## src/rtl/shift595_controller.sv

```systemverilog
// Serialises bytes MSB-first into a 74xx595, pulses RCLK to latch them, and issues
// shift-register clears. Every pin the 595 sees is driven straight from a flop.
module shift595_controller #(
  parameter int unsigned DIV = 2
) (
  input  logic       clock_50,
  input  logic       reset,
  input  logic [7:0] in_data,
  input  logic       in_valid,
  output logic       in_ready,
  input  logic       clr_req,
  input  logic       out_enable,
  output logic       done,
  output logic [7:0] latched_word,
  output logic       SER,
  output logic       SRCLK,
  output logic       RCLK,
  output logic       SRCLR_N,
  output logic       OE_N
);

  localparam int unsigned    PW      = $clog2(DIV + 1);
  localparam logic [PW-1:0]  PH_LOAD = PW'(DIV - 1);
  localparam logic [PW-1:0]  PH_ONE  = PW'(1);

  typedef enum logic [2:0] {IDLE, CLR, SH_LO, SH_HI, LAT_HI, LAT_LO} state_t;

  state_t        r_state;
  logic [PW-1:0] r_phase;
  logic [2:0]    r_bit;
  logic [7:0]    r_data;
  logic [7:0]    r_latched;
  logic          r_done;
  logic          r_in_ready;
  logic          r_ser;
  logic          r_srclk;
  logic          r_rclk;
  logic          r_srclr_n;
  logic          r_oe_n;

  state_t        w_state_next;
  logic [PW-1:0] w_phase_next;
  logic [2:0]    w_bit_next;
  logic [7:0]    w_data_next;
  logic [7:0]    w_latched_next;
  logic          w_done_next;
  logic          w_in_ready_next;
  logic          w_ser_next;
  logic          w_srclk_next;
  logic          w_rclk_next;
  logic          w_srclr_n_next;
  logic          w_phase_done;
  logic [PW-1:0] w_phase_dec;

  assign w_phase_done = (r_phase == '0);
  assign w_phase_dec  = r_phase - PH_ONE;

  always_comb begin
    w_state_next   = r_state;
    w_phase_next   = r_phase;
    w_bit_next     = r_bit;
    w_data_next    = r_data;
    w_latched_next = r_latched;
    w_done_next    = 1'b0;
    case (r_state)
      IDLE: begin
        if (clr_req) begin
          w_state_next = CLR;
          w_phase_next = PH_LOAD;
        end else if (in_valid) begin
          w_state_next = SH_LO;
          w_phase_next = PH_LOAD;
          w_data_next  = in_data;
          w_bit_next   = 3'd7;
        end
      end
      CLR: begin
        if (w_phase_done) begin
          w_state_next = IDLE;
          w_done_next  = 1'b1;
        end else begin
          w_phase_next = w_phase_dec;
        end
      end
      SH_LO: begin
        if (w_phase_done) begin
          w_state_next = SH_HI;
          w_phase_next = PH_LOAD;
        end else begin
          w_phase_next = w_phase_dec;
        end
      end
      SH_HI: begin
        if (w_phase_done) begin
          w_phase_next = PH_LOAD;
          if (r_bit != 3'd0) begin
            w_bit_next   = r_bit - 3'd1;
            w_state_next = SH_LO;
          end else begin
            w_state_next = LAT_HI;
          end
        end else begin
          w_phase_next = w_phase_dec;
        end
      end
      LAT_HI: begin
        // LAT_LO spans three half-phases so a whole word occupies 20 of them.
        if (w_phase_done) begin
          w_state_next = LAT_LO;
          w_phase_next = PH_LOAD;
          w_bit_next   = 3'd2;
        end else begin
          w_phase_next = w_phase_dec;
        end
      end
      LAT_LO: begin
        if (w_phase_done) begin
          if (r_bit != 3'd0) begin
            w_bit_next   = r_bit - 3'd1;
            w_phase_next = PH_LOAD;
          end else begin
            w_state_next   = IDLE;
            w_done_next    = 1'b1;
            w_latched_next = r_data;
          end
        end else begin
          w_phase_next = w_phase_dec;
        end
      end
      default: begin
        w_state_next = IDLE;
        w_phase_next = '0;
        w_bit_next   = 3'd0;
      end
    endcase

    // Pin values are decoded from the next state so the flops line up with it.
    w_in_ready_next = (w_state_next == IDLE);
    w_ser_next      = ((w_state_next == SH_LO) || (w_state_next == SH_HI)) ?
                      w_data_next[w_bit_next] : 1'b0;
    w_srclk_next    = (w_state_next == SH_HI);
    w_rclk_next     = (w_state_next == LAT_HI);
    w_srclr_n_next  = (w_state_next != CLR);
  end

  always_ff @(posedge clock_50 or posedge reset) begin
    if (reset) begin
      r_state    <= IDLE;
      r_phase    <= '0;
      r_bit      <= 3'd0;
      r_data     <= 8'h00;
      r_latched  <= 8'h00;
      r_done     <= 1'b0;
      r_in_ready <= 1'b1;
      r_ser      <= 1'b0;
      r_srclk    <= 1'b0;
      r_rclk     <= 1'b0;
      r_srclr_n  <= 1'b1;
      r_oe_n     <= 1'b1;
    end else begin
      r_state    <= w_state_next;
      r_phase    <= w_phase_next;
      r_bit      <= w_bit_next;
      r_data     <= w_data_next;
      r_latched  <= w_latched_next;
      r_done     <= w_done_next;
      r_in_ready <= w_in_ready_next;
      r_ser      <= w_ser_next;
      r_srclk    <= w_srclk_next;
      r_rclk     <= w_rclk_next;
      r_srclr_n  <= w_srclr_n_next;
      r_oe_n     <= ~out_enable;
    end
  end

  assign in_ready     = r_in_ready;
  assign done         = r_done;
  assign latched_word = r_latched;
  assign SER          = r_ser;
  assign SRCLK        = r_srclk;
  assign RCLK         = r_rclk;
  assign SRCLR_N      = r_srclr_n;
  assign OE_N         = r_oe_n;

endmodule
```

## config.mk

```make
export PLATFORM = sky130hd
export DESIGN_NAME = shift595_controller
export DESIGN_NICKNAME = d
export VERILOG_FILES = /design/src/rtl/shift595_controller.sv
export SDC_FILE = /design/constraint.sdc
export NUM_CORES = 1
export LEC_CHECK = 0
export BUFFER_PORTS_ARGS = -buffer_cell sky130_fd_sc_hd__buf_2
export CAP_MARGIN = 20
export CELL_PAD_IN_SITES_DETAIL_PLACEMENT = 2
export CELL_PAD_IN_SITES_GLOBAL_PLACEMENT = 2
export CORE_MARGIN = 1.5
export CORE_UTILIZATION = 35
export CTS_CLUSTER_DIAMETER = 100
export CTS_CLUSTER_SIZE = 16
export DETAILED_ROUTE_END_ITERATION = 8
export HOLD_SLACK_MARGIN = 0.05
export PLACE_DENSITY = 0.85
export SETUP_SLACK_MARGIN = 0.1
export SLEW_MARGIN = 0
export SYNTH_ARGS = -nofsm -noshare
export SYNTH_HDL_FRONTEND = slang
export SYNTH_SLANG_ARGS = --single-unit
```

## constraint.sdc

```tcl
create_clock -name clock_50 -period 3.15 [get_ports clock_50]
set_clock_uncertainty 0.2 [all_clocks]
set_input_delay 0.63 -clock clock_50 [delete_from_list [all_inputs] [get_ports clock_50]]
set_output_delay 0.63 -clock clock_50 [all_outputs]
set_load 0.05 [all_outputs]
```

# [Word level (Yosys, flattened, before mapping)]
# Cells that the tools add are included.
[totals] ff_bits=31 inputBits=13 output_inout_bits=15 wordCells=72
[op_classes] add_sub_neg=2 n_lt_le_gt_ge=1 n_eq_ne=12 muxes=33 n_bitwise=2 n_reduce_logical=10
[op_table] operator="2-to-1 mux 3 bit" n=14
[op_table] operator="2-to-1 mux 8 bit" n=3
[op_table] operator="one-hot mux 3 bit (6 select lines)" n=1
[op_table] operator="== test 3 x 2 -> 1 bit (second input constant)" n=4
[op_table] operator="2-to-1 mux 2 bit" n=6
[op_table] operator="one-hot mux 3 bit (4 select lines)" n=1
[op_table] operator="== test 3 bit (second input constant)" n=3
[op_table] operator="one-hot mux 2 bit (4 select lines)" n=1
[op_table] operator="zero test 3 bit" n=2
[op_table] operator="!= test 3 bit (second input constant)" n=2
[op_table] operator="AND reduction 3 bit" n=2
[op_table] operator="2-to-1 mux 1 bit" n=5
[op_table] operator="< comparator 3 x 4 -> 1 bit (second input constant)" n=1
[op_table] operator="OR reduction 2 bit" n=2
[op_table] operator="binary-select mux 1 bit (select 3 bit)" n=1
[op_table] operator="== test 3 x 1 -> 1 bit (second input constant)" n=1
[op_table] operator="!= test 3 x 1 -> 1 bit (second input constant)" n=1
[op_table] operator="nonzero test 3 bit" n=1
[op_table] operator="OR reduction 3 bit" n=1
[op_table] operator="subtractor 3 x 1 -> 3 bit (second input constant)" n=1
[op_table] operator="zero test 2 bit" n=1
[op_table] operator="!= test 2 bit (second input constant)" n=1
[op_table] operator="inverter 1 bit" n=2
[op_table] operator="one-hot mux 1 bit (2 select lines)" n=1
[op_table] operator="2 further kinds" n=2

# [Logic depth before layout (Yosys ltp)]
# Gate-level depths: netlist of run 1.
[depth] ltp_word=7 mapped_depth=10 mapped_depth_nobuf=8

# [Worst setup path before layout of run 1]
# No wires, ideal clock.
[synth_timing] path_type="in2reg" startpoint="input port in_valid" endpoint="register r_ser (netlist: SER)" setup_ps=84 t_arrival_ps=2116 t_required_ps=2866 setup_slack_ps=750 stages=6 path_buffers=0 path_cell_list="nor2b_1 > nand2_2 > a32oi_4 > mux2i_1 > or4b_1 > a41oi_2"
[synth_between] elab_chain_len=6 word_cells_on_any_way=15 cone_classes="eq/ne: 2; mux: 12; reduce/logical: 1"
[synth_rtl] element="from (decl)" line="9" rtl="input logic in_valid,"
[synth_rtl] element="2-to-1 mux 3 bit" line="70" rtl="end else if (in_valid) begin"
[synth_rtl] element="2-to-1 mux 3 bit" line="67" rtl="if (clr_req) begin"
[synth_rtl] element="one-hot mux 3 bit (4 select lines)" line="65" rtl="case (r_state)"
[synth_rtl] element="net w_bit_next[0]" line="43" rtl="logic [2:0] w_bit_next;"
[synth_rtl] element="binary-select mux 1 bit (select 3 bit)" line="140" rtl="w_data_next[w_bit_next] : 1'b0;"
[synth_rtl] element="2-to-1 mux 1 bit (not written as such)" line="140"
[synth_rtl] element="2-to-1 mux 1 bit" line="139" rtl="w_ser_next = ((w_state_next == SH_LO) || (w_state_next == SH_HI)) ?"
[synth_rtl] element="net w_ser_next" line="48" rtl="logic w_ser_next;"
[synth_rtl] element="to (signal assigned)" line="168" rtl="r_ser <= w_ser_next;"
[synth_rtl] element="to (decl)" line="35" rtl="logic r_ser;"
# The timed path passes the listed nets, and every way through them passes these cells. The select of a mux whose other input is x is not followed.
# A chain may end at the register's enable or synchronous reset.

# [Worst setup path in the final report of run 1]
[layout_timing] startpoint="register r_state[2]" endpoint="register r_ser (netlist: SER)"
[layout_between] elab_chain_len=6 word_cells_on_any_way=25 cone_classes="eq/ne: 7; mux: 14; reduce/logical: 4"
[layout_rtl] element="from (decl)" line="28" rtl="state_t r_state;"
[layout_rtl] element="from (signal assigned)" line="161" rtl="r_state <= w_state_next;"
[layout_rtl] element="== test 3 bit (tied with other cells)" line="65"
[layout_rtl] element="OR reduction 2 bit (no line)"
[layout_rtl] element="one-hot mux 3 bit (4 select lines) *" line="65"
[layout_rtl] element="net w_bit_next[0]" line="43"
[layout_rtl] element="binary-select mux 1 bit (select 3 bit) *" line="140"
[layout_rtl] element="2-to-1 mux 1 bit (not written as such) *" line="140"
[layout_rtl] element="2-to-1 mux 1 bit *" line="139"
[layout_rtl] element="net w_ser_next" line="48"
# Mark *: on every way through the listed nets, which the timed path passes. The rest lies on a longest branch. The select of a mux whose other input is x is not followed.

==> results of run 1 <==
## power groups by stage
stage          clock [mW]  sequential (mW)  combinational, mW
6_report            0.324            0.680               1.01
5_1_grt             0.349            0.702               1.13
4_1_cts             0.333            0.679               1.02
3_5_place_dp            0            0.684               1.01
3_3_place_gp            0            0.663              0.937
2_1_floorplan           0            0.703              0.712
## final timing paths
kind	start	endpoint	slack [ns]	depth (start not counted)
max in group asynchronous	reset	in_ready$_DFF_PP1_	2.21	3
worst min-delay path	reset	latched_word[1]$_DFFE_PP0P_	0.21	3
min in group clock_50	out_enable	OE_N$_DFF_PP1_	0.25	2
worst max register to register	r_state[2]$_DFF_PP0_	SER$_DFF_PP0_	0.31	7
worst min register to register	latched_word[5]$_DFFE_PP0P_	latched_word[5]$_DFFE_PP0P_	0.30	1
worst max-delay path	r_state[2]$_DFF_PP0_	SER$_DFF_PP0_	0.31	7
## cell families (layout without fill, tap and decap cells)
| group | after synthesis | after routing | share of synthesized area (%) |
|---|---|---|---|
| AND/OR/NAND/NOR | 45 | 45 | 14.70 |
| AO/OA/AOI/OAI | 34 | 34 | 15.47 |
| flip-flops | 31 | 31 | 47.70 |
| multiplexers | 19 | 19 | 12.94 |
| buffers and inverters | 19 | 49 | 4.824 |
| adder cells (fa/ha/maj) | 5 | 5 | 3.828 |
| XOR/XNOR | 1 | 1 | 0.5361 |
## layout make-up
class | count | area (sq um) | share of cell area [%]
flip-flops and latches | 31 | 779.5 | 40.80
clock inverters | 1 | 5.005 | 0.2620
multi-input cells | 104 | 775.7 | 40.60
clock buffers | 7 | 86.33 | 4.519
well taps | 52 | 65.06 | 3.405
repair buffers | 30 | 157.7 | 8.251
inverters | 11 | 41.29 | 2.161
## registers in the layout (all words and copies together) (netlist names)
register,cells
latched_word,8
r_data,8
r_state,3
done,1
SRCLR_N,1
SER,1
r_phase,2
SRCLK,1
RCLK,1
in_ready,1
r_bit,3
OE_N,1
## worst register-to-register path, stage by stage, from the launching register on
cell	delay, ns
dfrtp_1	0.60
ha_1	0.43
inv_1	0.17
o2111ai_1	0.20
a32oi_4	0.36
mux2i_1	0.12
or4b_1	0.53
a41oi_2	0.15
## cell usage after synthesis
cell / count / area [sq um]
a2111o_1: 1 / 11.26
a21boi_0: 1 / 7.510
a21oi_1: 14 / 70.07
a221o_1: 1 / 10.01
a22oi_1: 1 / 7.510
a311o_1: 1 / 10.01
a31oi_2: 1 / 12.51
a32oi_1: 1 / 8.760
a32oi_4: 1 / 27.53
a41oi_2: 1 / 16.27
and2b_1: 1 / 7.510
buf_1: 1 / 3.750
buf_2: 3 / 15.01
buf_4: 1 / 7.510
clkbuf_1: 3 / 11.26
dfrtp_1: 28 / 700.7
dfstp_2: 3 / 78.83
ha_1: 5 / 62.56
inv_1: 11 / 41.29
mux2_1: 1 / 11.26
mux2_2: 16 / 180.2
mux2i_1: 2 / 20.02
nand2_1: 8 / 30.03
nand2_2: 1 / 6.260
nand2b_1: 5 / 31.28
nand3_1: 2 / 10.01
nand3b_1: 2 / 15.01
nand4_1: 2 / 12.51
nor2_1: 14 / 52.55
nor2b_1: 4 / 25.02
nor3_1: 1 / 5.000
nor3_2: 1 / 10.01
nor3b_1: 1 / 7.510
o2111ai_1: 1 / 8.760
o211a_1: 1 / 10.01
o21ai_0: 7 / 35.03
o31ai_1: 1 / 7.510
o32a_1: 1 / 10.01
or2_2: 1 / 6.260
or4b_1: 1 / 10.01
or4bb_1: 1 / 11.26
xor2_1: 1 / 8.760
## per-layer routing
layer / up-vias / global-route usage [%] / share of wire, %
met1: 665 / 22.59 / 40
met3: 7 / 3.376 / 2.5
met4: 0 / 7.547 / 1.8
met2: 18 / 36.83 / 56
li1: 594 / - / -
met5: - / 0 / 0
## cell usage in the layout (no fill, tap or decap), types with 2 or more instances in the layout
cell      netlist  final
a21oi_1        14     14
mux2_2         16     16
nand4_1         2      2
nand2b_1        5      5
nor2_1         14     14
mux2i_1         2      2
dfstp_2         3      3
nand2_1         8      8
buf_4           1      3
ha_1            5      5
clkbuf_8        0      6
nand3b_1        2      2
dfrtp_1        28     28
nor2b_1         4      4
nand3_1         2      2
buf_2           3     27
o21ai_0         7      7
inv_1          11     11
==> impl_metrics.tcl, run 1 <==
set metrics [dict create \
    root_buffer "clkbuf_8" \
    dpl-instance-area_sq_um 1819 \
    power_switching_mw 0.9200 \
    nNetsFinal 201 \
    cts_hold_buf 0 \
    period_needed_ns 2.838 \
    cts_sinks 31 \
    synth_nets 172 \
    antenna_left 0 \
    pre_cts_slack_ns 0.3381 \
    cp_num_buf_inv 1 \
    synthCells 154 \
    fin_util_pct 43.28 \
    grt_max_degree 32 \
    synth-seq-cells 31 \
    viasPerCell 5.441 \
    p_comb_share_pct 50.2 \
    hold_ws_ns 0.2055 \
    track_usage_pct 19.85 \
    slew_headroom_pct 58.00 \
    avgSynthCellArea_sq_um 10.61 \
    crit_fanout 16 \
    syn_area_sq_um 1634 \
    cts_resized 0 \
    finalCritPeriodShare_pct 90.11 \
    intPower_mw 1.100 \
    setup_ws_ns 0.3117 \
    remaining_drc_errors 0 \
    critPathKind "reg -> reg" \
    fillers 486 \
    coreArea_sq_um 4414 \
    drv_slew 0 \
    status "completed" \
    hold_path_class "in -> async" \
    die_x_um 71.33 \
    cp.arrival_ns 2.84 \
    portBuffers 27 \
    wire_per_inst_um 19.04 \
    timing.fmax_ghz 0.3523 \
    cts_max_level 2 \
    path_cells "ha_1, inv_1, o2111ai_1, a32oi_4, mux2i_1, or4b_1, a41oi_2" \
    final_cells 236 \
    dp_hpwl_um 3318 \
    num_vias 1284 \
    maxCapViolations 0 \
    overflow 0 \
    crit_required_ns 3.16 \
    switching_share_pct 45.56 \
    fin_tns_setup_ns 0 \
    std_cell_rows 24 \
    cp_slowest_cell "dfrtp_1" \
    crit_path_start_kind "flip-flop" \
    drive_above_1_share_pct 33.70 \
    die_h_um 71.33 \
    antenna_found_initial 0 \
    yosysUniqueCellTypes 42 \
    power_leakage_nw 0.9365 \
    ys_warn_count 0 \
    num_io_pins 28 \
    p_total_mw 2.020 \
    grt_pass1_vias 1471 \
    cts_buffers 5 \
    clock_path_buffers 2 \
    vdd_ir_drop_max_mv 0.4274 \
    setup_violations 0 \
    drt_pass1_iterations 4 \
    rsz0062_at_grt "false" \
    slowest_delay_ns 0.60 \
    clockPowerShare_pct 16.1 \
    gp_congestion 0.8103 \
    clk_pin_slew_ns 0.07 \
    grt_first_pass_wirelength_um 7645 \
    critical_path.top_delay_family "compound AO/OA/AOI/OAI gates" \
    final_area_sq_um 1911 \
    die-area_sq_um 5088 \
    hold_viol 0 \
    endpoint_kind "flip-flop" \
    postCtsSetupBuffers 0 \
    ys_seq_area_share_pct 47.70 \
    worstSkewPairLatency_ns 0.29 \
    worstMarginPinSlew_ns 0.6301 \
    wl_um 4493 \
    drtIter0Drc 26 \
    antenna_cells 0 \
    syn_to_final_growth_pct 16.92 \
    tritoncts "yes" \
    power_density_nw_per_um2 1057 \
    dp_cells 228 \
    seq_power_share_pct 33.7 \
    start_util_pct 37.02 \
]
No activity file was read; power rests on OpenSTA's default activity.
==> run 2: changes to the inputs <==
--- a/config.mk
+++ b/config.mk
@@ -16,6 +16,7 @@
 export DETAILED_ROUTE_END_ITERATION = 8
 export HOLD_SLACK_MARGIN = 0.05
 export PLACE_DENSITY = 0.85
+export RECOVER_POWER = 100
 export SETUP_SLACK_MARGIN = 0.1
 export SLEW_MARGIN = 0
 export SYNTH_ARGS = -nofsm -noshare
==> impl_metrics.tcl, run 2 (synthesized netlist as in run 1, its figures left out) <==
set metrics [dict create \
    status "complete, but fails checks" \
    failed_checks "max-capacitance violations, max-slew violations" \
    worstMarginPinSlew_ns 1.613 \
    period_needed_ns 2.856 \
    syn_to_final_growth_pct 14.63 \
    cts_hold_buf 0 \
    crit_fanout 16 \
    cts_sinks 31 \
    postCtsSetupBuffers 0 \
    critPathKind "reg -> reg" \
    fin_util_pct 42.43 \
    endpoint_kind "flip-flop" \
    cts_max_level 2 \
    remaining_drc_errors 0 \
    hold_end "OE_N$_DFF_PP1_" \
    final_area_sq_um 1873 \
    drv_slew 32 \
    dp_cells 228 \
    setup_ws_ns 0.2942 \
    antenna_left 0 \
    fin_tns_setup_ns 0 \
    die_h_um 71.33 \
    std_cell_rows 24 \
    rrSetupSlack_ns 0.29 \
    dp_hpwl_um 3318 \
    antenna_cells 0 \
    reg2reg_to "SER$_DFF_PP0_" \
    num_vias 1293 \
    switching_share_pct 46.03 \
    dpl-instance-area_sq_um 1819 \
    clk_pin_slew_ns 0.07 \
    drtIter0Drc 27 \
    crit_required_ns 3.15 \
    hold_path_class "in -> reg" \
    hold-path-cell-count 2 \
    pre_cts_slack_ns 0.3381 \
    grt_pass1_vias 1471 \
    hold_viol 0 \
    seq_power_share_pct 34.2 \
    drive_above_1_share_pct 20.65 \
    die_x_um 71.33 \
    nNetsFinal 201 \
    worst-r2r-cell-count 7 \
    cts_buffers 5 \
    finalCritPeriodShare_pct 90.66 \
    setup_violations 0 \
    final_cells 236 \
    slew_headroom_pct -7.518 \
    hp-start "out_enable" \
    power_leakage_nw 0.8654 \
    reg2reg_from "r_state[2]$_DFF_PP0_" \
    drt_pass1_iterations 4 \
    overflow 0 \
    die-area_sq_um 5088 \
    antenna_found_initial 0 \
    grt_first_pass_wirelength_um 7645 \
    timing.fmax_ghz 0.3502 \
    intPower_mw 1.073 \
    p_comb_share_pct 49.4 \
    clockPowerShare_pct 16.4 \
    start_util_pct 37.02 \
    p_total_mw 1.987 \
    wl_um 4473 \
    wire_per_inst_um 18.95 \
    grt_max_degree 32 \
    viasPerCell 5.479 \
    tritoncts "yes" \
    final_cell_mix "28 x dfrtp_1, 19 x clkbuf_1, 14 x nor2_1, 14 x a21oi_1, 12 x buf_2" \
    cts_resized 0 \
    gp_congestion 0.8103 \
    rsz0062_at_grt "false" \
    cp.arrival_ns 2.85 \
    hold_ws_ns 0.2489 \
    vdd_ir_drop_max_mv 0.4087 \
    coreArea_sq_um 4414 \
    power_density_nw_per_um2 1061 \
    crit_path_start_kind "flip-flop" \
    fillers 505 \
    portBuffers 27 \
    root_buffer "clkbuf_8" \
    worstSkewPairLatency_ns 0.28 \
    maxCapViolations 1 \
    layout_commonest_cell "dfrtp_1" \
    power_switching_mw 0.9148 \
    track_usage_pct 19.85 \
    num_io_pins 28 \
    clock_path_buffers 2 \
]
==> run 2: critical path, cell delays in order (launching register included) <==
cell and delay, ns:
dfrtp_1 0.60, ha_1 0.43, inv_1 0.17, o2111ai_1 0.20, a32oi_4 0.37, mux2i_1 0.12, or4b_1 0.51, a41oi_1 0.18
==> run 2: routing by layer <==
metal / GRT usage, % / wire length (um) / part of all wire, % / vias to the layer above
met3: 3.376 / 101 / 2.3 / 7
li1: - / - / - / 595
met1: 22.59 / 1777 / 40 / 675
met2: 36.83 / 2515 / 56 / 16
met4: 7.547 / 80 / 1.8 / 0
met5: 0 / 0 / 0 / -
==> run 2: final cells by class <==
cell class | instances | area (sq um) | area share, %
clock buffer | 7 | 86.33 | 4.609
clock inverter | 1 | 5.005 | 0.2672
inverter | 11 | 41.29 | 2.204
multi-input combinational | 104 | 768.2 | 41.02
sequential | 31 | 779.5 | 41.62
tap | 52 | 65.06 | 3.474
timing repair buffer | 30 | 127.6 | 6.814
==> run 2: worst max-delay path by stage <==
stage                               end              startpoint  slack (ns)
after floorplan           SER$_DFF_PP0_                in_valid        0.75
after global placement    SER$_DFF_PP0_                 clr_req        0.46
after detailed placement  SER$_DFF_PP0_                 clr_req        0.34
after CTS                 SER$_DFF_PP0_    r_state[1]$_DFF_PP0_        0.32
after global routing      SER$_DFF_PP0_  r_phase[0]$_DFFE_PP0P_        0.08
final                     SER$_DFF_PP0_    r_state[2]$_DFF_PP0_        0.29
==> run 2: power by group through the flow <==
| stage | clock network, mW | registers (mW) | logic [mW] |
|---|---|---|---|
| floorplan | 0 | 0.703 | 0.712 |
| global placement | 0 | 0.663 | 0.937 |
| detailed placement | 0 | 0.684 | 1.01 |
| CTS | 0.333 | 0.679 | 1.02 |
| global route | 0.349 | 0.704 | 1.10 |
| finish | 0.326 | 0.680 | 0.982 |
